==> config.mk <==
export PLATFORM = sky130hd
export DESIGN_NAME = pe_ld_unit_response_flow_control
export DESIGN_NICKNAME = d
export VERILOG_FILES = /design/src/rtl/pe_ld_unit_response_flow_control.sv
export SDC_FILE = /design/constraint.sdc
export NUM_CORES = 1
export LEC_CHECK = 0
export BUFFER_PORTS_ARGS = -buffer_cell sky130_fd_sc_hd__buf_4
export CAP_MARGIN = 30
export CORE_ASPECT_RATIO = 1.25
export CORE_MARGIN = 1.5
export CORE_UTILIZATION = 55
export CTS_CLUSTER_DIAMETER = 200
export DETAILED_ROUTE_END_ITERATION = 10
export PLACE_DENSITY = 0.78
export SETUP_SLACK_MARGIN = 0.05
export SLEW_MARGIN = 20
export SYNTH_ARGS = -nofsm -noshare
export SYNTH_HDL_FRONTEND = slang
export SYNTH_SLANG_ARGS = --single-unit
==> constraint.sdc <==
create_clock -name clk -period 4.1 [get_ports clk]
set_clock_uncertainty 0.1 [all_clocks]
set_input_delay 0.41 -clock clk [delete_from_list [all_inputs] [get_ports clk]]
set_output_delay 0.41 -clock clk [all_outputs]
set_load 0.01 [all_outputs]
==> src/rtl/pe_ld_unit_response_flow_control.sv <==
// pe_ld_unit_response_flow_control
//   Load-unit end of the PE operand handshake. Load requests are turned into
//   reads of the PE local data memory (fixed READ_LATENCY). Returned words are
//   buffered in an in-order response FIFO and presented to the func-unit side
//   as memory_unit_rdy/ld_data. A credit scheme (FIFO entries + reads in
//   flight <= DEPTH) guarantees a slot for every return.
//
// Ports
//   clk, rst           clock (posedge), asynchronous active-low reset
//   ld_req_vld/addr    load request; accepted when ld_req_vld & ld_req_rdy
//   ld_req_rdy         credit available and no flush
//   flush              synchronous abort of in-flight and buffered data
//   rd_en/rd_addr      memory read strobe and address (combinational)
//   rd_data            memory data, valid READ_LATENCY cycles after rd_en
//   func_unit_rdy      func side ready; transfer when both rdy signals high
//   memory_unit_rdy    operand valid toward the func unit
//   ld_data            operand data, held until popped
//   occupancy          FIFO entries plus reads in flight
//
// Configuration
//   PE_LD_UNIT_BYPASS_EN : a return into an empty FIFO is presented in the
//   same cycle straight from rd_data; if popped then, it is never written.

module pe_ld_unit_response_flow_control #(
    parameter int unsigned DATA_W       = 32,
    parameter int unsigned ADDR_W       = 9,
    parameter int unsigned DEPTH        = 4,
    parameter int unsigned READ_LATENCY = 2
) (
    input  logic                         clk,
    input  logic                         rst,
    input  logic                         ld_req_vld,
    input  logic [ADDR_W-1:0]            ld_req_addr,
    output logic                         ld_req_rdy,
    input  logic                         flush,
    output logic                         rd_en,
    output logic [ADDR_W-1:0]            rd_addr,
    input  logic [DATA_W-1:0]            rd_data,
    input  logic                         func_unit_rdy,
    output logic                         memory_unit_rdy,
    output logic [DATA_W-1:0]            ld_data,
    output logic [$clog2(DEPTH+1)-1:0]   occupancy
);

    localparam int unsigned CNT_W = $clog2(DEPTH + 1);
    localparam int unsigned PTR_W = (DEPTH > 1) ? $clog2(DEPTH) : 1;
    localparam int unsigned RL    = READ_LATENCY;

    logic [DATA_W-1:0] mem_q [DEPTH];
    logic [DATA_W-1:0] mem_d [DEPTH];
    logic [PTR_W-1:0]  wr_ptr_q, wr_ptr_d;
    logic [PTR_W-1:0]  rd_ptr_q, rd_ptr_d;
    logic [CNT_W-1:0]  count_q, count_d;
    logic [CNT_W-1:0]  inflight_q, inflight_d;
    logic [RL-1:0]     vld_pipe_q, vld_pipe_d;

    logic              fifo_nonempty;
    logic [CNT_W:0]    occ_sum;
    logic              issue;
    logic              ret;
    logic              push;
    logic              pop;
    logic              pop_fifo;

    function automatic logic [PTR_W-1:0] ptr_inc(input logic [PTR_W-1:0] p);
        return (p == PTR_W'(DEPTH - 1)) ? '0 : p + PTR_W'(1);
    endfunction

    always_comb begin
        fifo_nonempty = (count_q != '0);
        occ_sum       = {1'b0, count_q} + {1'b0, inflight_q};
        occupancy     = occ_sum[CNT_W-1:0];
        // rst gates the credit so no read can be issued while held in reset
        ld_req_rdy    = rst & ~flush & (occ_sum < (CNT_W+1)'(DEPTH));
        issue         = ld_req_vld & ld_req_rdy;
        rd_en         = issue;
        rd_addr       = ld_req_addr;
        // a return landing in a flush cycle is dropped
        ret           = vld_pipe_q[RL-1] & ~flush;
`ifdef PE_LD_UNIT_BYPASS_EN
        memory_unit_rdy = fifo_nonempty | ret;
        ld_data         = (~fifo_nonempty & ret) ? rd_data : mem_q[rd_ptr_q];
        pop             = func_unit_rdy & memory_unit_rdy & ~flush;
        pop_fifo        = pop & fifo_nonempty;
        // a bypassed word consumed in its return cycle never enters the FIFO
        push            = ret & ~(pop & ~fifo_nonempty);
`else
        memory_unit_rdy = fifo_nonempty;
        ld_data         = mem_q[rd_ptr_q];
        pop             = func_unit_rdy & fifo_nonempty & ~flush;
        pop_fifo        = pop;
        push            = ret;
`endif
    end

    always_comb begin
        vld_pipe_d    = '0;
        vld_pipe_d[0] = issue;
        for (int unsigned i = 1; i < RL; i++) begin
            vld_pipe_d[i] = vld_pipe_q[i-1];
        end
        inflight_d = inflight_q + CNT_W'(issue) - CNT_W'(vld_pipe_q[RL-1]);
        count_d    = count_q + CNT_W'(push) - CNT_W'(pop_fifo);
        wr_ptr_d   = push ? ptr_inc(wr_ptr_q) : wr_ptr_q;
        rd_ptr_d   = pop_fifo ? ptr_inc(rd_ptr_q) : rd_ptr_q;
        mem_d      = mem_q;
        if (push) begin
            mem_d[wr_ptr_q] = rd_data;
        end
        if (flush) begin
            vld_pipe_d = '0;
            inflight_d = '0;
            count_d    = '0;
            wr_ptr_d   = '0;
            rd_ptr_d   = '0;
        end
    end

    always_ff @(posedge clk or negedge rst) begin
        if (!rst) begin
            for (int unsigned i = 0; i < DEPTH; i++) begin
                mem_q[i] <= '0;
            end
            wr_ptr_q   <= '0;
            rd_ptr_q   <= '0;
            count_q    <= '0;
            inflight_q <= '0;
            vld_pipe_q <= '0;
        end else begin
            mem_q      <= mem_d;
            wr_ptr_q   <= wr_ptr_d;
            rd_ptr_q   <= rd_ptr_d;
            count_q    <= count_d;
            inflight_q <= inflight_d;
            vld_pipe_q <= vld_pipe_d;
        end
    end

`ifndef SYNTHESIS
    logic              chk_hold_q;
    logic [DATA_W-1:0] chk_data_q;

    always_ff @(posedge clk or negedge rst) begin
        if (!rst) begin
            chk_hold_q <= 1'b0;
            chk_data_q <= '0;
        end else begin
            chk_hold_q <= memory_unit_rdy & ~func_unit_rdy & ~flush;
            chk_data_q <= ld_data;
            assert (!(push && !pop_fifo && count_q == CNT_W'(DEPTH)))
                else $error("push into full response FIFO");
            assert (!(pop_fifo && count_q == '0))
                else $error("pop from empty response FIFO");
            assert (inflight_q <= CNT_W'(RL))
                else $error("more reads in flight than READ_LATENCY");
            if (chk_hold_q) begin
                assert (memory_unit_rdy && ld_data == chk_data_q)
                    else $error("operand changed while waiting for func unit");
            end
        end
    end
`endif

endmodule
==> impl_metrics.tcl <==
set metrics [dict create \
    status "complete, but fails checks" \
    violations "DRC" \
    p_per_area_nw_per_um2 606 \
    core_region_area_um2 11100 \
    finalNetCount 519 \
    maxSlewViolCount 0 \
    clk_latency_ns 0.41 \
    drv_cap 0 \
    ys_seq_elements 140 \
    antenna_found_initial 0 \
    viasPerCell 5.76 \
    dpl.cell_count 572 \
    grt_pass1_vias 3806 \
    grt_pass1_wl_um 19100 \
    ys_seq_area_frac 0.553 \
    dieHeight_um 123 \
    ioPinCount 93 \
    intPower_mw 3.37 \
    tightest_slew_ns 0.935 \
    overflow 0 \
    synth_area_leaders "dfrtp_1 55%, mux2_2 23%, mux4_2 11%" \
    grt_max_degree 75 \
    cp_top_family "flip-flops" \
    diodes 0 \
    post-route-period-util 0.716 \
    wl_per_cell_um 19.3 \
    p_leak_nw 3.74 \
    pre_cts_slack_ns 1.41 \
    finalHoldViolCount 0 \
    gp_congestion 0.775 \
    synth_top_cell_by_area "dfrtp_1" \
    post-route-util 0.679 \
    rows 43 \
    ant_nets 0 \
    cts_tree "yes" \
    routed_wl_um 11700 \
    synth_cell_type_count 23 \
    globalRouteTotalUtil 0.208 \
    fmax_mhz 341 \
    die_area_um2 12200 \
    clockBufferDepth 2 \
    synth_edf_count 0 \
    power_mw 4.58 \
    pwr-share-comb 0.260 \
    slew-limit-headroom 0.375 \
    seqPwrFrac 0.387 \
    async_flop_share 1.00 \
    cts_resized 0 \
    critical_path_class "flip-flop to output port" \
    crit_path_max_fanout 26 \
    syn-num-nets 452 \
    endpoint_kind "output port" \
    dr.first_iter.drc_count 129 \
    synth_top_area_frac 0.553 \
    cp_cell_sequence "buf_4, mux4_2, buf_4" \
    hold_class "input port to flip-flop" \
    worstPathArrival_ns 2.42 \
    start_util 0.568 \
    synth_cells 391 \
    finalSetupViolations 0 \
    worstPathRequired_ns 3.59 \
    crit_path_start_kind "flip-flop" \
    io_buffers 74 \
    drc_errors 7 \
    hold_depth 2 \
    r2r_cells 10 \
    die_w_um 99.0 \
    p_clk_frac 0.353 \
    synth_ff_type "dfrtp_1" \
    ys.warnings.count 0 \
    syn_area_um2 6330 \
    syn2layout_area_growth_pct 19.4 \
    tns_ns 0 \
    layout_setup_ws_ns 1.17 \
    grt_setup_unrepaired "no" \
    dr.pass1.iters 9 \
    num_vias 3492 \
    syn_avg_cell_area_um2 16.2 \
    drive_above_1_share 0.584 \
    hpwl_um 7120 \
    netSwitchingFraction 0.264 \
    peakVddDrop_mv 0.298 \
    htreeDepth 4 \
    clock-sinks 140 \
    synth_common_cells "140 x dfrtp_1, 128 x mux2_2, 32 x mux4_2, 22 x buf_4, 12 x ha_1" \
    crit_cells 3 \
    synth_most_common_cell "dfrtp_1" \
    slowest_stage "dfrtp_2" \
    cp_common_cell "buf_4" \
    clk_pin_slew_ns 0.06 \
    crit_buf_inv 2 \
    power.switching_mw 1.21 \
    stdcell_count 606 \
    fin_crit_ns 2.93 \
    slowest_delay_ns 0.93 \
    cts_buffers 17 \
    cts_root_buf "clkbuf_16" \
]
path summary, 6_finish.rpt:
check / start / end / slack (ns)
worst max-delay path: rd_ptr_q[0] / ld_data[27] / 1.17
worst min-delay path: rd_data[14] / mem_q[78] / 0.16
worst max register to register: count_q[0] / inflight_q[2] / 1.40
worst min register to register: vld_pipe_q[0] / vld_pipe_q[1] / 0.38
max in group asynchronous: rst / mem_q[124] / 2.35
min in group asynchronous: rst / inflight_q[2] / 0.44
metal layers:
metal | up-vias | track usage | part of all wire
met1 | 1855 | 0.269 | 0.43
met5 | - | 0 | 0
met2 | 73 | 0.347 | 0.52
li1 | 1548 | - | -
met3 | 16 | 0.0565 | 0.037
met4 | 0 | 0.0643 | 0.014
through the flow:
stage | instance area, µm² | hold WS, ns
after global routing | 7560 | 0.144
after CTS | 7530 | 0.140
final | 7560 | 0.157
after floorplan | 6330 | 0.0144
after detailed placement | 6890 | 0.348
after global placement | 6890 | 0.335
layout by cell type, fill, tap and decap left out, drive strengths merged, types with 4 or more instances in the layout:
master    Yosys  routed
nor2          9       9
nand2         5       5
buf          26      77
inv           8      10
mux2        128     128
dfrtp       140     140
ha           12      12
mux4         32      32
clkbuf        4      19
clkinvlp      0       4
bufinv        0       4
what timing repair did:
action | CTS | global route
setup buffers | 0 | 0
hold buffers | 1 | 0
endpoints found under the hold margin | 66 | 0
logic make-up (layout without fill, tap and decap cells):
logic type                 Yosys count  count (layout)  synth area share
muxes                              162             162             0.345
DFF                                140             140             0.553
buffers and inverters               38             118            0.0364
and+or+nand+nor                     27              27            0.0219
adders and majority gates           15              15            0.0332
xor gates and xnor gates             5               5           0.00692
AOI/OAI and AO/OA                    4               4           0.00356
cell type report:
cell class	count	area, µm²
Sequential cell	140	3510
Inverter	8	30.0
Multi-Input combinational cell	213	2610
Tap cell	135	169
Clock buffer	19	443
Clock inverter	13	190
Fill cell	766	3580
Timing Repair Buffer	78	612
flip-flops by register name (all words and copies together), names as in the netlist:
signal and count:
inflight_q 3, count_q 3, rd_ptr_q 2, mem_q 128, vld_pipe_q 2, wr_ptr_q 2
power by group through the flow:
stage	clock, mW	combinational (mW)	sequential [mW]
5_1_grt	1.70	1.29	1.80
4_1_cts	1.65	1.20	1.77
3_5_place_dp	0	1.19	1.79
2_1_floorplan	0	0.773	1.69
6_report	1.62	1.19	1.77
3_3_place_gp	0	1.17	1.78
No activity file was read; power rests on OpenSTA's default activity.
